### config.mk
export PLATFORM = sky130hd
export DESIGN_NAME = instruction_fetch
export DESIGN_NICKNAME = d
export VERILOG_FILES = /design/src/rtl/instruction_fetch.sv
export SDC_FILE = /design/constraint.sdc
export NUM_CORES = 1
export LEC_CHECK = 0
export BUFFER_PORTS_ARGS = -buffer_cell sky130_fd_sc_hd__buf_2
export CORE_ASPECT_RATIO = 1.75
export CORE_UTILIZATION = 40
export DETAILED_ROUTE_END_ITERATION = 6
export MAX_ROUTING_LAYER = met4
export SLEW_MARGIN = 40
export SYNTH_ARGS = -nofsm -noshare
export SYNTH_HDL_FRONTEND = slang
export SYNTH_SLANG_ARGS = --single-unit
### constraint.sdc
create_clock -name clk -period 7.8 [get_ports clk]
set_clock_uncertainty 0.15 [all_clocks]
set_input_delay 1.17 -clock clk [delete_from_list [all_inputs] [get_ports clk]]
set_output_delay 1.17 -clock clk [all_outputs]
set_load 0.1 [all_outputs]
### src/rtl/instruction_fetch.sv
`default_nettype none
// ============================================================================
// Module  : instruction_fetch
// Brief   : MIPS IF stage with IF/ID register, ready-handshake fetch port,
//           ID stall support and branch/jump redirect with flush.
// Revision: 1.0
// ============================================================================
module instruction_fetch #(
    parameter logic [31:0] RESET_PC = 32'h00000000,
    parameter logic [31:0] NOP_WORD = 32'h00000000
) (
    input  logic        clk,
    input  logic        reset,
    input  logic        stall,
    input  logic        branchTaken,
    input  logic [31:0] branchTarget,
    input  logic        jump,
    input  logic [25:0] jumpAddress,
    output logic        imemReq,
    output logic [31:0] imemAddr,
    input  logic        imemReady,
    input  logic [31:0] imemData,
    output logic [31:0] instruction32,
    output logic [31:0] pcOut,
    output logic [31:0] pcPlus4,
    output logic        valid
);

    typedef enum logic [1:0] {
        S_FETCH = 2'd0,
        S_HOLD  = 2'd1,
        S_DRAIN = 2'd2
    } state_t;

    state_t      state_q, state_d;
    logic [31:0] pc_q, pc_d;
    logic        req_en_q;
    logic [31:0] instr_q, instr_d;
    logic [31:0] pc_out_q, pc_out_d;
    logic [31:0] pc_plus4_q, pc_plus4_d;
    logic        valid_q, valid_d;
    logic [31:0] skid_q, skid_d;
    logic [31:0] target_q, target_d;

    logic        redirect;
    logic [31:0] redirect_target;
    logic        fetch_done;

    always_comb begin
        redirect        = branchTaken | jump;
        redirect_target = branchTaken ? {branchTarget[31:2], 2'b00}
                                      : {pc_plus4_q[31:28], jumpAddress, 2'b00};
        imemReq         = req_en_q && (state_q != S_HOLD);
        imemAddr        = pc_q;
        fetch_done      = imemReq & imemReady;

        state_d    = state_q;
        pc_d       = pc_q;
        instr_d    = instr_q;
        pc_out_d   = pc_out_q;
        pc_plus4_d = pc_plus4_q;
        valid_d    = valid_q;
        skid_d     = skid_q;
        target_d   = target_q;

        case (state_q)
            S_FETCH: begin
                if (redirect && (fetch_done || !req_en_q)) begin
                    pc_d    = redirect_target;
                    valid_d = 1'b0;
                    instr_d = NOP_WORD;
                end else if (fetch_done) begin
                    if (stall) begin
                        skid_d  = imemData;
                        state_d = S_HOLD;
                    end else begin
                        instr_d    = imemData;
                        pc_out_d   = pc_q;
                        pc_plus4_d = pc_q + 32'd4;
                        valid_d    = 1'b1;
                        pc_d       = pc_q + 32'd4;
                    end
                end else if (redirect) begin
                    // Request must stay stable until accepted, so park the target.
                    target_d = redirect_target;
                    valid_d  = 1'b0;
                    instr_d  = NOP_WORD;
                    state_d  = S_DRAIN;
                end
            end
            S_HOLD: begin
                if (redirect) begin
                    pc_d    = redirect_target;
                    valid_d = 1'b0;
                    instr_d = NOP_WORD;
                    state_d = S_FETCH;
                end else if (!stall) begin
                    instr_d    = skid_q;
                    pc_out_d   = pc_q;
                    pc_plus4_d = pc_q + 32'd4;
                    valid_d    = 1'b1;
                    pc_d       = pc_q + 32'd4;
                    state_d    = S_FETCH;
                end
            end
            S_DRAIN: begin
                valid_d = 1'b0;
                instr_d = NOP_WORD;
                if (redirect) begin
                    target_d = redirect_target;
                end
                if (fetch_done) begin
                    pc_d    = redirect ? redirect_target : target_q;
                    state_d = S_FETCH;
                end
            end
            default: begin
                state_d = S_FETCH;
            end
        endcase
    end

    always_ff @(posedge clk or posedge reset) begin
        if (reset) begin
            state_q    <= S_FETCH;
            pc_q       <= RESET_PC;
            req_en_q   <= 1'b0;
            instr_q    <= NOP_WORD;
            pc_out_q   <= 32'd0;
            pc_plus4_q <= 32'd0;
            valid_q    <= 1'b0;
            skid_q     <= 32'd0;
            target_q   <= 32'd0;
        end else begin
            state_q    <= state_d;
            pc_q       <= pc_d;
            req_en_q   <= 1'b1;
            instr_q    <= instr_d;
            pc_out_q   <= pc_out_d;
            pc_plus4_q <= pc_plus4_d;
            valid_q    <= valid_d;
            skid_q     <= skid_d;
            target_q   <= target_d;
        end
    end

    assign instruction32 = instr_q;
    assign pcOut         = pc_out_q;
    assign pcPlus4       = pc_plus4_q;
    assign valid         = valid_q;

endmodule
`default_nettype wire
==> impl_metrics.toml, run 1 <==
[grt]
gr-total-overflow = 0
grt_max_degree = 124
grt_usage_pct = 22.5
grt_pass1_vias = 7532
antenna_found_initial = 2
grt_pass1_wl_mm = 41.0

[timing]
min_period_ns = 3.16
fin_ws_ns = 4.64
max_slew.worst_pin.slew_ns = 0.834
setup_tns_ns = 0
max-slew-margin-rel_pct = 44.2
finalMaxSlewViolations = 0
rsz0062_at_grt = "no"
setup_viol = 0
fmax_ghz = 0.317
post-route-period-util_pct = 40.5
report.final.hold_viol_count = 0

[place]
port_buffers = 223
placed_cells = 1407
place_ws_ns = 4.29
gp_congestion = 0.837
dpl.hpwl_mm = 18.5

[cells_and_area]
finalNonFillerCells = 1441
drive_gt1_share_pct = 30.2
nFillCells = 2249
nNetsFinal = 1223
synthToLayoutAreaGrowth_pct = 20.8

[clock_network]
clk_path_buf_depth = 2
ctsHoldBuffers = 0
clk-insertion-delay-late_ns = 0.45
numCtsBuffers = 17
postCtsSetupBuffers = 0
ctsResizeCount = 0
cts.htree.levels = 4
cts_sinks = 194
cts_tree = "done"
cts-root-buf = "clkbuf_16"
clk_pin_slew_ns = 0.06

[yosys]
synth_area_leaders = "dfrtp_1, mux2_2, o21ai_0"
post-synth-top-count-cell = "dfrtp_1"
synth_seq_cells = 194
synth_common_cells = "dfrtp_1, nand2_1, o21ai_0"
synthDistinctLibCells = 69
synth_area_sq_mm = 0.00951
synth_nets = 1043
synth_top_area_share_pct = 51.1
synth_edf_count = 0
yosysSeqAreaShare_pct = 51.1
yosysTopAreaCell = "dfrtp_1"
ys_warn_count = 0
ys.flop_type = "dfrtp_1"
ys_async_sr_fraction_pct = 100
synth_area_per_cell_sq_um = 10.1
syn_inst = 942

[critical_path]
path_class = "reg -> out"
critPathLaunchType = "flop"
cp.required_ns = 6.48
cp.buffers_inverters = 2
critPathSlowestCell = "buf_2"
r2r_setup_slack_ns = 4.93
crit_family = "buffers and inverters"
cp_max_fo = 12
cp.arrival_ns = 1.84
slowest_delay_ns = 0.47
crit_chain = "inv_1, ha_1, nor2b_1, buf_2"
end_kind = "output pin"

[power_and_ir_drop]
p_leak_nw = 5.44
p_total_mw = 5.60
p_per_area_mw_per_mm2 = 488
max-vdd-ir-drop_uv = 201

[run_status]
outcome = "complete, no violations"

[route]
finalWirelength_mm = 26.0
firstDrtPassIters = 6
vias = 7899
drt_iter0_drc = 468
avgViaCountPerCell = 5.48
drc = 0
ant_nets = 0
wl_per_cell_microns = 18.0

[floorplanning]
chipWidth_microns = 119
core_area_sq_mm = 0.0233
fp.dieArea_sq_mm = 0.0244
initial_core_util_pct = 40.7
dieHeight_microns = 206
fp-row-count = 74
io_pins = 226

[worst_hold_path]
worst_hold_path_type = "reg -> reg"

[flow_run]
maxCapViolCount = 0
[per-layer routing]
metal / wire, microns / GRT usage [%] / part of all wire, %
met1: 10500 / 25.3 / 40
met5: 0 / - / 0
met2: 13400 / 38.1 / 52
met4: 824 / 10.6 / 3.2
met3: 1280 / 4.80 / 4.9
[final timing paths]
kind                                   from  depth (start not counted)          endpoint
max in group asynchronous             reset                          3      target_q[26]
worst max-delay path             state_q[1]                          4           imemReq
min in group asynchronous             reset                          2  instruction32[1]
worst min register to register   pcPlus4[6]                          2        pcPlus4[6]
worst min-delay path             pcPlus4[6]                          2        pcPlus4[6]
worst max register to register  imemAddr[2]                          6      imemAddr[28]
[report_power, final]
part           switching [mW]  internal [mW]  total, mW  leakage, nW
clock network           0.390          0.555      0.945        0.308
logic                    2.37          0.598       2.97         2.63
registers               0.304           1.39       1.69         2.51
total                    3.06           2.54       5.60         5.44
[tightest hold or removal path: cells and delay by family, from the launching register on]
kind	cells	cell delay [ns]
flip-flops	1	0.34
AO/OA/AOI/OAI	1	0.06
AND/OR/NAND/NOR	1	0.05
[stage by stage]
stage	instance area [sq um]	utilization, %	hold slack (ns)
2_1_floorplan	9510	-	0.300
3_3_place_gp	10800	46.2	0.308
3_5_place_dp	10800	46.4	0.316
4_1_cts	11500	49.2	0.332
5_1_grt	11500	49.2	0.358
6_report	11500	49.2	0.325
[state kept, by name, summed over array words and instances (netlist names)]
name,cells
instruction32,32
state_q,2
target_q,32
imemAddr,32
req_en_q,1
skid_q,32
pcOut,30
pcPlus4,32
valid,1
[logic make-up after synthesis]
logic type / synth area share [%]
compound gates: 19.3
buf+inv: 4.61
other cells: 0.0394
flops: 51.1
xor+xnor: 2.49
mux: 8.26
simple gates: 13.6
fa+ha+maj: 0.658
[layout make-up]
cell class                 instances  area (sq um)  share of cell area [%]
inverter                          25           106                   0.926
tap                              304           380                    3.31
clock inverter                    12           179                    1.56
timing repair buffer             235          1220                    10.6
antenna                            2          5.00                  0.0436
clock buffer                      20           457                    3.98
sequential                       194          4850                    42.3
multi-input combinational        649          4280                    37.3
[cell usage in the layout (no fill, tap or decap), types with 19 or more instances in the layout]
cell type  synthesis  layout
buf_2             28     222
dfrtp_1          194     194
nand2_1           99      97
o21ai_0           88      88
nor2_1            64      64
a21oi_1           53      53
mux2_2            52      52
a22oi_1           32      32
inv_1             25      24
nand3_1           22      21
mux2i_1           20      20
xnor2_1           20      20
o22ai_1           19      19
(Power assumes the default switching activity.)
==> inputs of run 2 (changes only) <==
==> constraint.sdc (replaced) <==
create_clock -name clk -period 2.7 [get_ports clk]
set_clock_uncertainty 0.15 [all_clocks]
set_input_delay 0.405 -clock clk [delete_from_list [all_inputs] [get_ports clk]]
set_output_delay 0.405 -clock clk [all_outputs]
set_load 0.1 [all_outputs]
==> run 2 against run 1 <==
Total power increased to 2.9 times the previous value. Utilization increased by 1.7 points. Clock power increased to 2.7 times the previous value. Via count increased by 2.2%. Final area increased by 3.4%. Critical path type is now reg -> reg. Highest routed layer unchanged.
==> impl_metrics.toml, run 2 (same netlist as run 1, synthesis figures left out) <==
[floorplanning]
core_area_sq_mm = 0.0233
dieHeight_microns = 206
io_pins = 226
chipWidth_microns = 119
fp-row-count = 74
initial_core_util_pct = 40.7
fp.dieArea_sq_mm = 0.0244

[route]
avgViaCountPerCell = 5.42
wl_met2_mm = 13.8
drt_iter0_drc = 489
vias = 8076
drc = 0
met1Wirelength_mm = 10.8
firstDrtPassIters = 6
wl_per_cell_microns = 18.0
ant_nets = 0
dr_wl_met3_mm = 1.31
finalWirelength_mm = 26.8
top_layer_used = "met4"

[power_and_ir_drop]
p_per_area_mw_per_mm2 = 1370
max-vdd-ir-drop_uv = 603
p_leak_nw = 5.69
p_total_mw = 16.3

[critical_path]
end_kind = "flop"
r2r-start = "state_q[0]"
critPathLaunchType = "flop"
cp.arrival_ns = 2.72
cp_max_fo = 14
crit_start = "state_q[0]"
cp.required_ns = 2.88
path_class = "reg -> reg"

[timing]
post-route-period-util_pct = 94.2
rsz0062_at_grt = "no"
min_period_ns = 2.54
max-slew-margin-rel_pct = 57.6
max_slew.worst_pin.slew_ns = 0.631
report.final.hold_viol_count = 0
fin_ws_ns = 0.156
setup_viol = 0
finalMaxSlewViolations = 0
fmax_ghz = 0.393
timing.hold.ws_ns = 0.0470

[run_status]
outcome = "complete, no violations"

[clock_network]
clk_pin_slew_ns = 0.07
clk_path_buf_depth = 2
cts_sinks = 194
cts.htree.levels = 4
numCtsBuffers = 17
postCtsSetupBuffers = 0
clk-insertion-delay-late_ns = 0.46
cts-root-buf = "clkbuf_16"
cts_tree = "done"

[cells_and_area]
synthToLayoutAreaGrowth_pct = 24.9
layout_common_cells = "buf_2, dfrtp_1, nand2_1"
seq_area_sq_mm = 0.00485
fin_util_pct = 50.9
nNetsFinal = 1273
multiInputGateArea_sq_mm = 0.00427
drive_gt1_share_pct = 33.1
nFillCells = 2244
finalNonFillerCells = 1490
final_common_cell = "buf_2"

[place]
place_ws_ns = 0.106
dpl.hpwl_mm = 20.0
gp_congestion = 0.830
port_buffers = 223
placed_cells = 1455

[grt]
grt_usage_pct = 23.3
antenna_found_initial = 1
grt_pass1_wl_mm = 42.5
gr-total-overflow = 0
grt_pass1_vias = 7845
grt_max_degree = 49

[flow_run]
maxCapViolCount = 0

[worst_hold_path]
hp-start = "imemData[5]"
worst_hold_path_type = "in -> reg"
[run 2: worst paths after layout]
kind / to / slack (ns) / depth (start not counted)
setup / recovery: imemAddr[6] / 0.16 / 8
max in group asynchronous: imemAddr[7] / 1.33 / 5
min in group asynchronous: imemAddr[24] / 0.31 / 3
hold reg to reg: pcPlus4[25] / 0.33 / 2
setup reg to reg: imemAddr[6] / 0.16 / 8
hold / removal: skid_q[5] / 0.05 / 2
[run 2: area by class of cell]
| class | count | share of cell area [%] |
|---|---|---|
| multi-input cells | 649 | 36.0 |
| repair buffers | 285 | 14.2 |
| flip-flops and latches | 194 | 40.9 |
| diodes | 1 | 0.0211 |
| clock inverters | 15 | 1.26 |
| clock buffers | 17 | 3.58 |
| well taps | 304 | 3.20 |
| inverters | 25 | 0.822 |
[run 2: per-stage QoR]
stage / instance area [sq um] / TNS, ns
3_3_place_gp: 11200 / 0
6_report: 11900 / 0
3_5_place_dp: 11200 / 0
4_1_cts: 11800 / 0
2_1_floorplan: 9510 / -71.03
5_1_grt: 11900 / 0
[run 2: report_power, final]
group	internal, mW	total (mW)	switching [mW]
clock	1.30	2.51	1.21
sequential	4.01	4.81	0.799
combinational	1.94	8.94	7.00
[run 2: metal layers]
layer / vias up / global-route usage, %
met5: - / -
met4: 0 / 10.4
met3: 52 / 4.99
met2: 242 / 38.8
met1: 3905 / 27.0
li1: 3877 / -
[run 2: timing repair]
item,in CTS,in global routing
setup endpoints to repair,0,2
resized for setup,0,1
hold buffers,1,0
endpoints found under the hold margin,22,0
[run 2: worst max-delay path: stages, from the launching register on]
cell and delay, ns:
dfrtp_1 0.41, inv_1 0.10, ha_1 0.16, or4b_1 0.49, o21ai_2 0.14, or2_1 0.42, buf_4 0.29, buf_4 0.17
o2bb2ai_1 0.08
